--- config.mk ---
export PLATFORM = sky130hd
export DESIGN_NAME = jtag_scan_master_flat
export DESIGN_NICKNAME = d
export VERILOG_FILES = /design/src/rtl/jtag_scan_master_if.sv /design/src/rtl/jtag_scan_master.sv /design/src/flat_wrapper.sv
export SDC_FILE = /design/constraint.sdc
export NUM_CORES = 1
export LEC_CHECK = 0
export CAP_MARGIN = 40
export CORE_MARGIN = 5
export CORE_UTILIZATION = 45
export CTS_CLUSTER_SIZE = 12
export DETAILED_ROUTE_END_ITERATION = 8
export MAX_ROUTING_LAYER = met4
export PLACE_DENSITY_LB_ADDON = 0.25
export SYNTH_ARGS = -nofsm -noshare
export SYNTH_HDL_FRONTEND = slang
export SYNTH_SLANG_ARGS = --single-unit
--- constraint.sdc ---
create_clock -name clk -period 4.93 [get_ports clk]
set_clock_uncertainty 0.15 [all_clocks]
set_input_delay 0.986 -clock clk [delete_from_list [all_inputs] [get_ports clk]]
set_output_delay 0.986 -clock clk [all_outputs]
set_load 0.005 [all_outputs]
--- src/rtl/jtag_scan_master_if.sv ---
// Command/response bus of the JTAG scan master.
// Latency: none, wires only.
// Backpressure: a command is taken when cmd_valid && cmd_ready; responses cannot be stalled.
//
// Signals:
//   cmd_valid / cmd_ready  command handshake (cmd_ready high means the master is idle)
//   cmd_type               00 TAP reset, 01 IR scan, 10 DR scan, 11 idle clocks
//   cmd_len                shift length or idle count (0 means 1, >32 means 32)
//   cmd_data               TDI bits, shifted LSB-first
//   rsp_valid              one-cycle completion pulse
//   rsp_data               captured TDO bits, stable until the next rsp_valid
//   busy                   inverse of cmd_ready
interface jtag_scan_master_if;
    logic        cmd_valid;
    logic        cmd_ready;
    logic [1:0]  cmd_type;
    logic [5:0]  cmd_len;
    logic [31:0] cmd_data;
    logic        rsp_valid;
    logic [31:0] rsp_data;
    logic        busy;

    // Requester side (software / sequencer).
    modport master (
        output cmd_valid, cmd_type, cmd_len, cmd_data,
        input  cmd_ready, rsp_valid, rsp_data, busy
    );

    // Scan master side.
    modport slave (
        input  cmd_valid, cmd_type, cmd_len, cmd_data,
        output cmd_ready, rsp_valid, rsp_data, busy
    );
endinterface

--- src/rtl/jtag_scan_master.sv ---
// JTAG scan master: runs TAP reset, IR scan, DR scan and idle-clock commands on the TCK/TMS/TDI/TDO pins.
// Latency: 2*TCK_DIV*N clk cycles from acceptance to rsp_valid, N = number of TCKs of the command.
// Backpressure: cmd_ready is low for the whole command; a new command may be taken in the rsp_valid cycle.
//
// Ports:
//   clk, reset_n            system clock, asynchronous active-low reset
//   bus (slave modport)     command/response handshake, see jtag_scan_master_if
//   tck_o, tms_o, tdi_o     JTAG master pins
//   tdo_i                   JTAG TDO from the TAP
module jtag_scan_master #(
    parameter int TCK_DIV = 4,    // clk cycles per TCK half-period, 1..255
    parameter int MAX_LEN = 32    // maximum shift length in bits
) (
    input  logic                 clk,
    input  logic                 reset_n,
    jtag_scan_master_if.slave    bus,
    output logic                 tck_o,
    output logic                 tms_o,
    output logic                 tdi_o,
    input  logic                 tdo_i
);

    // Sequencer states.
    localparam logic [1:0] ST_IDLE  = 2'd0;
    localparam logic [1:0] ST_PRE   = 2'd1;
    localparam logic [1:0] ST_SHIFT = 2'd2;
    localparam logic [1:0] ST_POST  = 2'd3;

    // Command types.
    localparam logic [1:0] CMD_RESET = 2'd0;
    localparam logic [1:0] CMD_IR    = 2'd1;
    localparam logic [1:0] CMD_DR    = 2'd2;
    localparam logic [1:0] CMD_IDLE  = 2'd3;

    localparam logic [7:0] PH_LAST = 8'(TCK_DIV - 1);
    localparam logic [5:0] LEN_MAX = 6'(MAX_LEN);

    logic [1:0]  state_q, state_d;
    logic [7:0]  ph_q, ph_d;        // clk edges within the current TCK half-period
    logic [5:0]  bit_q, bit_d;      // TCK index within the current state
    logic        tck_q, tck_d;
    logic        tms_q, tms_d;
    logic        tdi_q, tdi_d;
    logic [1:0]  typ_q, typ_d;
    logic [5:0]  len_q, len_d;      // effective length, 1..32
    logic [31:0] data_q, data_d;
    logic [31:0] cap_q, cap_d;      // TDO bits of the running command
    logic [31:0] rsp_data_q, rsp_data_d;
    logic        rsp_vld_q, rsp_vld_d;

    logic [5:0]  eff_len;
    logic        accept;
    logic        last_in_state;
    logic        cmd_done;
    logic [1:0]  nxt_state;
    logic [5:0]  nxt_bit;

    // Number of TCKs spent in PRE. Reset and idle commands run entirely in PRE.
    function automatic logic [5:0] pre_len(input logic [1:0] typ, input logic [5:0] len);
        logic [5:0] r;
        case (typ)
            CMD_RESET: r = 6'd6;
            CMD_IR:    r = 6'd4;
            CMD_DR:    r = 6'd3;
            default:   r = len;
        endcase
        return r;
    endfunction

    // TMS/TDI values for TCK 'cnt' of state 'st'. Packed as {tms, tdi}.
    function automatic logic [1:0] pins(input logic [1:0]  st,
                                        input logic [5:0]  cnt,
                                        input logic [1:0]  typ,
                                        input logic [5:0]  len,
                                        input logic [31:0] data);
        logic tms;
        logic tdi;
        tms = 1'b0;
        tdi = 1'b0;
        case (st)
            ST_PRE: begin
                case (typ)
                    CMD_RESET: tms = (cnt < 6'd5);   // 1,1,1,1,1,0
                    CMD_IR:    tms = (cnt < 6'd2);   // 1,1,0,0
                    CMD_DR:    tms = (cnt == 6'd0);  // 1,0,0
                    default:   tms = 1'b0;           // idle clocks
                endcase
            end
            ST_SHIFT: begin
                // TMS goes high on the last shift bit to leave Shift-xR.
                tms = (cnt == len - 6'd1);
                tdi = data[cnt[4:0]];
            end
            ST_POST: tms = (cnt == 6'd0);            // 1,0 back to Run-Test/Idle
            default: ;
        endcase
        return {tms, tdi};
    endfunction

    always_comb begin
        if (bus.cmd_len == 6'd0) begin
            eff_len = 6'd1;
        end else if (bus.cmd_len > LEN_MAX) begin
            eff_len = LEN_MAX;
        end else begin
            eff_len = bus.cmd_len;
        end
    end

    assign accept = (state_q == ST_IDLE) && bus.cmd_valid;

    // Where the sequencer goes after the current TCK finishes.
    always_comb begin
        last_in_state = 1'b0;
        cmd_done      = 1'b0;
        nxt_state     = state_q;
        nxt_bit       = bit_q + 6'd1;
        case (state_q)
            ST_PRE: begin
                last_in_state = (bit_q == pre_len(typ_q, len_q) - 6'd1);
                if (last_in_state) begin
                    if (typ_q == CMD_IR || typ_q == CMD_DR) begin
                        nxt_state = ST_SHIFT;
                        nxt_bit   = 6'd0;
                    end else begin
                        cmd_done = 1'b1;
                    end
                end
            end
            ST_SHIFT: begin
                last_in_state = (bit_q == len_q - 6'd1);
                if (last_in_state) begin
                    nxt_state = ST_POST;
                    nxt_bit   = 6'd0;
                end
            end
            ST_POST: begin
                last_in_state = (bit_q == 6'd1);
                cmd_done      = last_in_state;
            end
            default: ;
        endcase
    end

    always_comb begin
        state_d    = state_q;
        ph_d       = ph_q;
        bit_d      = bit_q;
        tck_d      = tck_q;
        tms_d      = tms_q;
        tdi_d      = tdi_q;
        typ_d      = typ_q;
        len_d      = len_q;
        data_d     = data_q;
        cap_d      = cap_q;
        rsp_data_d = rsp_data_q;
        rsp_vld_d  = 1'b0;

        if (accept) begin
            // The accepting edge is also the "TCK low" edge of bit 0.
            typ_d          = bus.cmd_type;
            len_d          = eff_len;
            data_d         = bus.cmd_data;
            cap_d          = '0;
            state_d        = ST_PRE;
            bit_d          = 6'd0;
            ph_d           = 8'd0;
            {tms_d, tdi_d} = pins(ST_PRE, 6'd0, bus.cmd_type, eff_len, bus.cmd_data);
        end else if (state_q != ST_IDLE) begin
            if (ph_q == PH_LAST) begin
                ph_d = 8'd0;
                if (!tck_q) begin
                    tck_d = 1'b1;
                    if (state_q == ST_SHIFT) begin
                        cap_d[bit_q[4:0]] = tdo_i;
                    end
                end else begin
                    tck_d = 1'b0;
                    if (cmd_done) begin
                        // TMS/TDI are left as they are: every sequence ends with TMS=0 outside shift.
                        state_d    = ST_IDLE;
                        bit_d      = 6'd0;
                        rsp_vld_d  = 1'b1;
                        rsp_data_d = cap_q;
                    end else begin
                        state_d        = nxt_state;
                        bit_d          = nxt_bit;
                        {tms_d, tdi_d} = pins(nxt_state, nxt_bit, typ_q, len_q, data_q);
                    end
                end
            end else begin
                ph_d = ph_q + 8'd1;
            end
        end
    end

    always_ff @(posedge clk or negedge reset_n) begin
        if (!reset_n) begin
            state_q    <= ST_IDLE;
            ph_q       <= 8'd0;
            bit_q      <= 6'd0;
            tck_q      <= 1'b0;
            tms_q      <= 1'b1;
            tdi_q      <= 1'b0;
            typ_q      <= 2'd0;
            len_q      <= 6'd0;
            data_q     <= '0;
            cap_q      <= '0;
            rsp_data_q <= '0;
            rsp_vld_q  <= 1'b0;
        end else begin
            state_q    <= state_d;
            ph_q       <= ph_d;
            bit_q      <= bit_d;
            tck_q      <= tck_d;
            tms_q      <= tms_d;
            tdi_q      <= tdi_d;
            typ_q      <= typ_d;
            len_q      <= len_d;
            data_q     <= data_d;
            cap_q      <= cap_d;
            rsp_data_q <= rsp_data_d;
            rsp_vld_q  <= rsp_vld_d;
        end
    end

    assign tck_o         = tck_q;
    assign tms_o         = tms_q;
    assign tdi_o         = tdi_q;
    assign bus.cmd_ready = (state_q == ST_IDLE);
    assign bus.busy      = (state_q != ST_IDLE);
    assign bus.rsp_valid = rsp_vld_q;
    assign bus.rsp_data  = rsp_data_q;

endmodule

--- src/flat_wrapper.sv ---
// flat-port wrapper written by rule: the top's interface ports become plain ports
module jtag_scan_master_flat 
#(
    parameter int TCK_DIV = 4,                                             
    parameter int MAX_LEN = 32                                   
)
  (clk, reset_n, tck_o, tms_o, tdi_o, tdo_i, bus_cmd_valid, bus_cmd_type, bus_cmd_len, bus_cmd_data, bus_cmd_ready, bus_rsp_valid, bus_rsp_data, bus_busy);
  jtag_scan_master_if bus_i ();
  input  logic clk;
  input  logic reset_n;
  output logic tck_o;
  output logic tms_o;
  output logic tdi_o;
  input  logic tdo_i;
  input wire logic [$bits(bus_i.cmd_valid)-1:0] bus_cmd_valid;
  input wire logic [$bits(bus_i.cmd_type)-1:0] bus_cmd_type;
  input wire logic [$bits(bus_i.cmd_len)-1:0] bus_cmd_len;
  input wire logic [$bits(bus_i.cmd_data)-1:0] bus_cmd_data;
  output wire logic [$bits(bus_i.cmd_ready)-1:0] bus_cmd_ready;
  output wire logic [$bits(bus_i.rsp_valid)-1:0] bus_rsp_valid;
  output wire logic [$bits(bus_i.rsp_data)-1:0] bus_rsp_data;
  output wire logic [$bits(bus_i.busy)-1:0] bus_busy;
  assign bus_i.cmd_valid = bus_cmd_valid;
  assign bus_i.cmd_type = bus_cmd_type;
  assign bus_i.cmd_len = bus_cmd_len;
  assign bus_i.cmd_data = bus_cmd_data;
  assign bus_cmd_ready = bus_i.cmd_ready;
  assign bus_rsp_valid = bus_i.rsp_valid;
  assign bus_rsp_data = bus_i.rsp_data;
  assign bus_busy = bus_i.busy;
  jtag_scan_master #(.TCK_DIV(TCK_DIV), .MAX_LEN(MAX_LEN)) u_core (.clk(clk), .reset_n(reset_n), .bus(bus_i), .tck_o(tck_o), .tms_o(tms_o), .tdi_o(tdi_o), .tdo_i(tdo_i));
endmodule
==> metrics.log <==
[metrics] outcome: finished clean
[metrics] post-layout net count: slightly above 800
[metrics] hold_sp: u_core.data_q[25]
[metrics] Skew-Pair Late Insertion Delay: approximately 0.42 ns
[metrics] area of the die: ~0.017 mm2
[metrics] max-cap violations: 0
[metrics] number of buffers added on ports: 81
[metrics] number of synthesis warnings: 0
[metrics] RSZ-0062 raised after global routing: false
[metrics] first-pass GRT wire length: approximately 26000 um
[metrics] maximum VDD drop: 0.188 mV
[metrics] final-report hold violation count: 0
[metrics] data arrival at the endpoint of the critical path: 3.79 ns
[metrics] post-DR wirelength/cell: roughly 16 um
[metrics] maximum fanout count along the critical path: 7
[metrics] CTS tree: yes
[metrics] final-report max-slew violation count: 0
[metrics] htree depth: 4
[metrics] quantity of hold-fixing buffers added after cts: 0
[metrics] largest net degree at the start of global routing: 50
[metrics] final std cell area, no fill: around 0.0081 mm2
[metrics] post-synth design cell area: ~0.0065 mm2
[metrics] period utilisation layout: 72.6%
[metrics] # clock sinks: approximately 120
[metrics] via density per instance: 5.41
[metrics] die extent in x: about 130 um
[metrics] final setup violating endpoints: 0
[metrics] Min Clock Period, post-route: about 3.6 ns
[metrics] Setup WS post-layout: 1.35 ns
[metrics] maximum operating frequency: 0.279 GHz
[metrics] number of placed instances with taps included: 930
[metrics] number of fillers in the final layout: about 1200
[metrics] pwr/cell area: 307 mW/mm2
[metrics] multi-input logic area: 0.00317 mm2
[metrics] share of flip-flops with an asynchronous set or reset: 100%
[metrics] initial core utilization: 45.3%
[metrics] pre-CTS setup slack: 1.43 ns
[metrics] placement-stage cell area: ~0.0075 mm2
[metrics] number of antenna diodes: 0
[metrics] final global-route overflow total: 0
[metrics] TritonCTS buffer count: 17
[metrics] area growth from synthesis to final layout: 25.2%
[metrics] area of all sequential standard cells: 0.00310 mm2
[metrics] average footprint of a synthesized cell: roughly 9.3 um2
[metrics] DRC violations left: 0
[metrics] start-to-end type of the worst setup path: flop to flop
[metrics] Netlist cell types: 69
[metrics] first drt pass iteration count: 4
[metrics] leakage dissipation: roughly 3.8 nW
[metrics] path category of the worst min-delay check: flop to flop
[metrics] final WL: ~15000 um
[metrics] Syn Nets: between 700 and 800
[metrics] maximum buffer depth of the clock tree: 2
[metrics] total number of vias: around 5200
[metrics] number of non-filler instances in the completed layout: a little under 1000
[metrics] number of cell rows: 44
[metrics] hold slack final: about 0.32 ns
[metrics] IO Count: between 80 and 90
[metrics] launch point of the critical path: u_core.typ_q[1]
[metrics] Worst slew margin: about 39%
[metrics] total power: around 2.5 mW
[metrics] CTS-repair resized insts: 0
[metrics] slew at the pin closest to its max-slew limit: 0.903 ns
[metrics] number of global-route vias before repair: around 5400
[metrics] Detailed Place HPWL: between 10000 and 15000 um
[metrics] number of antenna violations at the first check in global routing: 0
[metrics] Gate Count Post-Synth: approximately 700
[metrics] GRT Util Overall: 20.2%
[metrics] sum of negative setup slack: 0 ns
[metrics] Antenna Violating Nets Remaining: 0
[metrics] data required time of the critical path: about 5.1 ns
[metrics] CTS clock-pin slew for the worst setup and hold paths: approximately 0.060 ns
[metrics] flip-flop and latch count after synthesis: approximately 120
[metrics] number of synthesized flops with an enable pin: 0
[metrics] total core area: 0.0144 mm2
[metrics] Iter 0 DRT Violations: around 500
[metrics] Reg2Reg Launch Point: u_core.typ_q[1]
[metrics] Final Core Density: between 50% and 60%
[metrics] cell at the root of the clock tree: sky130_fd_sc_hd__clkbuf_16
[metrics] Main synth FF type: sky130_fd_sc_hd__dfrtp_1
[metrics] critical path startpoint category: flop
[metrics] buffers inserted by post-CTS timing repair: 0
[metrics] final weighted congestion in routability-driven placement: roughly 0.90
[metrics] share of post-route cells with drive strength above 1: 11.7%
[metrics] Die H: roughly 130 um
[metrics] proportion of synthesized chip area in sequential cells: between 40% and 50%
[metrics] critical path capture point type: flop
==> critical path, cell delays in order, from the launching register on <==
cell                        delay (ns)
sky130_fd_sc_hd__dfrtp_1          0.39
sky130_fd_sc_hd__ha_1             0.31
sky130_fd_sc_hd__mux2i_1          0.33
sky130_fd_sc_hd__ha_1             0.29
sky130_fd_sc_hd__xor2_1           0.13
sky130_fd_sc_hd__nand2_1          0.14
sky130_fd_sc_hd__a2111oi_4        0.37
sky130_fd_sc_hd__a211oi_1         0.13
sky130_fd_sc_hd__a311oi_1         0.47
sky130_fd_sc_hd__nand2b_1         0.21
sky130_fd_sc_hd__a2111oi_2        0.40
sky130_fd_sc_hd__o31a_1           0.18
==> layer usage <==
metal / global-route usage (%) / share of wire, % / vias to the layer above
met5: - / 0 / -
met3: 4.75 / 4.1 / 20
li1: - / - / 2530
met4: 8.50 / 1.7 / 0
met2: 31.4 / 49 / 124
met1: 25.3 / 45 / 2528
==> path summary, 6_finish.rpt <==
kind                                           endpoint  slack [ns]  cells after the start
worst min-delay path                  u_core.data_q[25]        0.32                      2
worst max register to register             u_core.tms_o        1.35                     11
min in group asynchronous       u_core.bus.rsp_data[17]        0.44                      1
worst min register to register        u_core.data_q[25]        0.32                      2
worst max-delay path                       u_core.tms_o        1.35                     11
max in group asynchronous              u_core.cap_q[20]        3.22                      2
==> sequential cells by signal, summed over array words and instances, names as in the netlist <==
signal and cells:
u_core.data_q 32, u_core.typ_q 2, u_core.tck_o 1, u_core.bus.rsp_data 32, u_core.ph_q 8, u_core.bus.rsp_valid 1
u_core.tdi_o 1, u_core.tms_o 1, u_core.state_q 2, u_core.len_q 6, u_core.bit_q 6, u_core.cap_q 32
==> power by group <==
| group | switching, mW | internal (mW) |
|---|---|---|
| clock | 0.471 | 0.942 |
| sequential | 0.00195 | 1.02 |
| combinational | 0.0317 | 0.0357 |
==> cells in the mapped netlist, drive strengths merged, types with 2 or more instances <==
cell type,instances,area [um2]
o21bai,2,15.0
nand3,32,160
xor2,11,96.3
a311oi,4,35.0
o32ai,2,17.5
o31ai,3,22.5
o31a,2,17.5
a211oi,2,15.0
a311o,2,20.0
and3,4,25.0
nand2b,2,12.5
nor4,2,12.5
inv,19,71.3
o41ai,3,26.3
mux2i,12,120
a21oi,34,174
buf,9,52.6
nor2b,2,12.5
and3b,2,17.5
o22ai,3,18.8
nand2,195,732
nor2,27,101
nor3,11,60.1
clkbuf,31,118
xnor2,13,114
o21ai,34,178
and2,8,50.0
a21o,3,22.5
a2111oi,4,60.1
mux2,34,383
nand4,2,12.5
nor3b,8,65.1
ha,17,213
or2,2,15.0
dfrtp,123,3080
a22o,3,26.3
nand3b,5,37.5
mux4,3,67.6
a31oi,6,37.5
==> layout make-up <==
type                    count  share of cell area (%)
multi-input cells         515                    38.9
flip-flops and latches    124                    38.1
repair buffers             88                    11.0
clock buffers              20                    5.73
well taps                 184                    2.83
clock inverters            12                    2.56
inverters                  19                   0.875
==> kinds of logic (layout without fill, tap and decap cells) <==
kind of cell | count (synthesis) | count (layout) | synth area share [%]
mux | 49 | 49 | 8.77
simple gates | 310 | 310 | 21.4
flops | 124 | 124 | 47.7
fa+ha+maj | 17 | 17 | 3.27
xor+xnor | 25 | 25 | 3.58
buf+inv | 59 | 139 | 3.71
compound gates | 114 | 114 | 11.5
==> cells in the final DEF, fill, tap and decap left out, drive strengths merged, types with 6 or more instances in the layout <==
master / n
nor2: 27
xor2: 11
a21oi: 34
mux2i: 12
clkbuf: 20
nor3b: 8
nand3: 32
a31oi: 6
xnor2: 13
clkdlybuf4s50: 80
nand2: 195
dfrtp: 123
buf: 8
inv: 21
mux2: 34
and2: 8
o21ai: 34
ha: 17
nor3: 11
No activity file was read; power rests on OpenSTA's default activity.
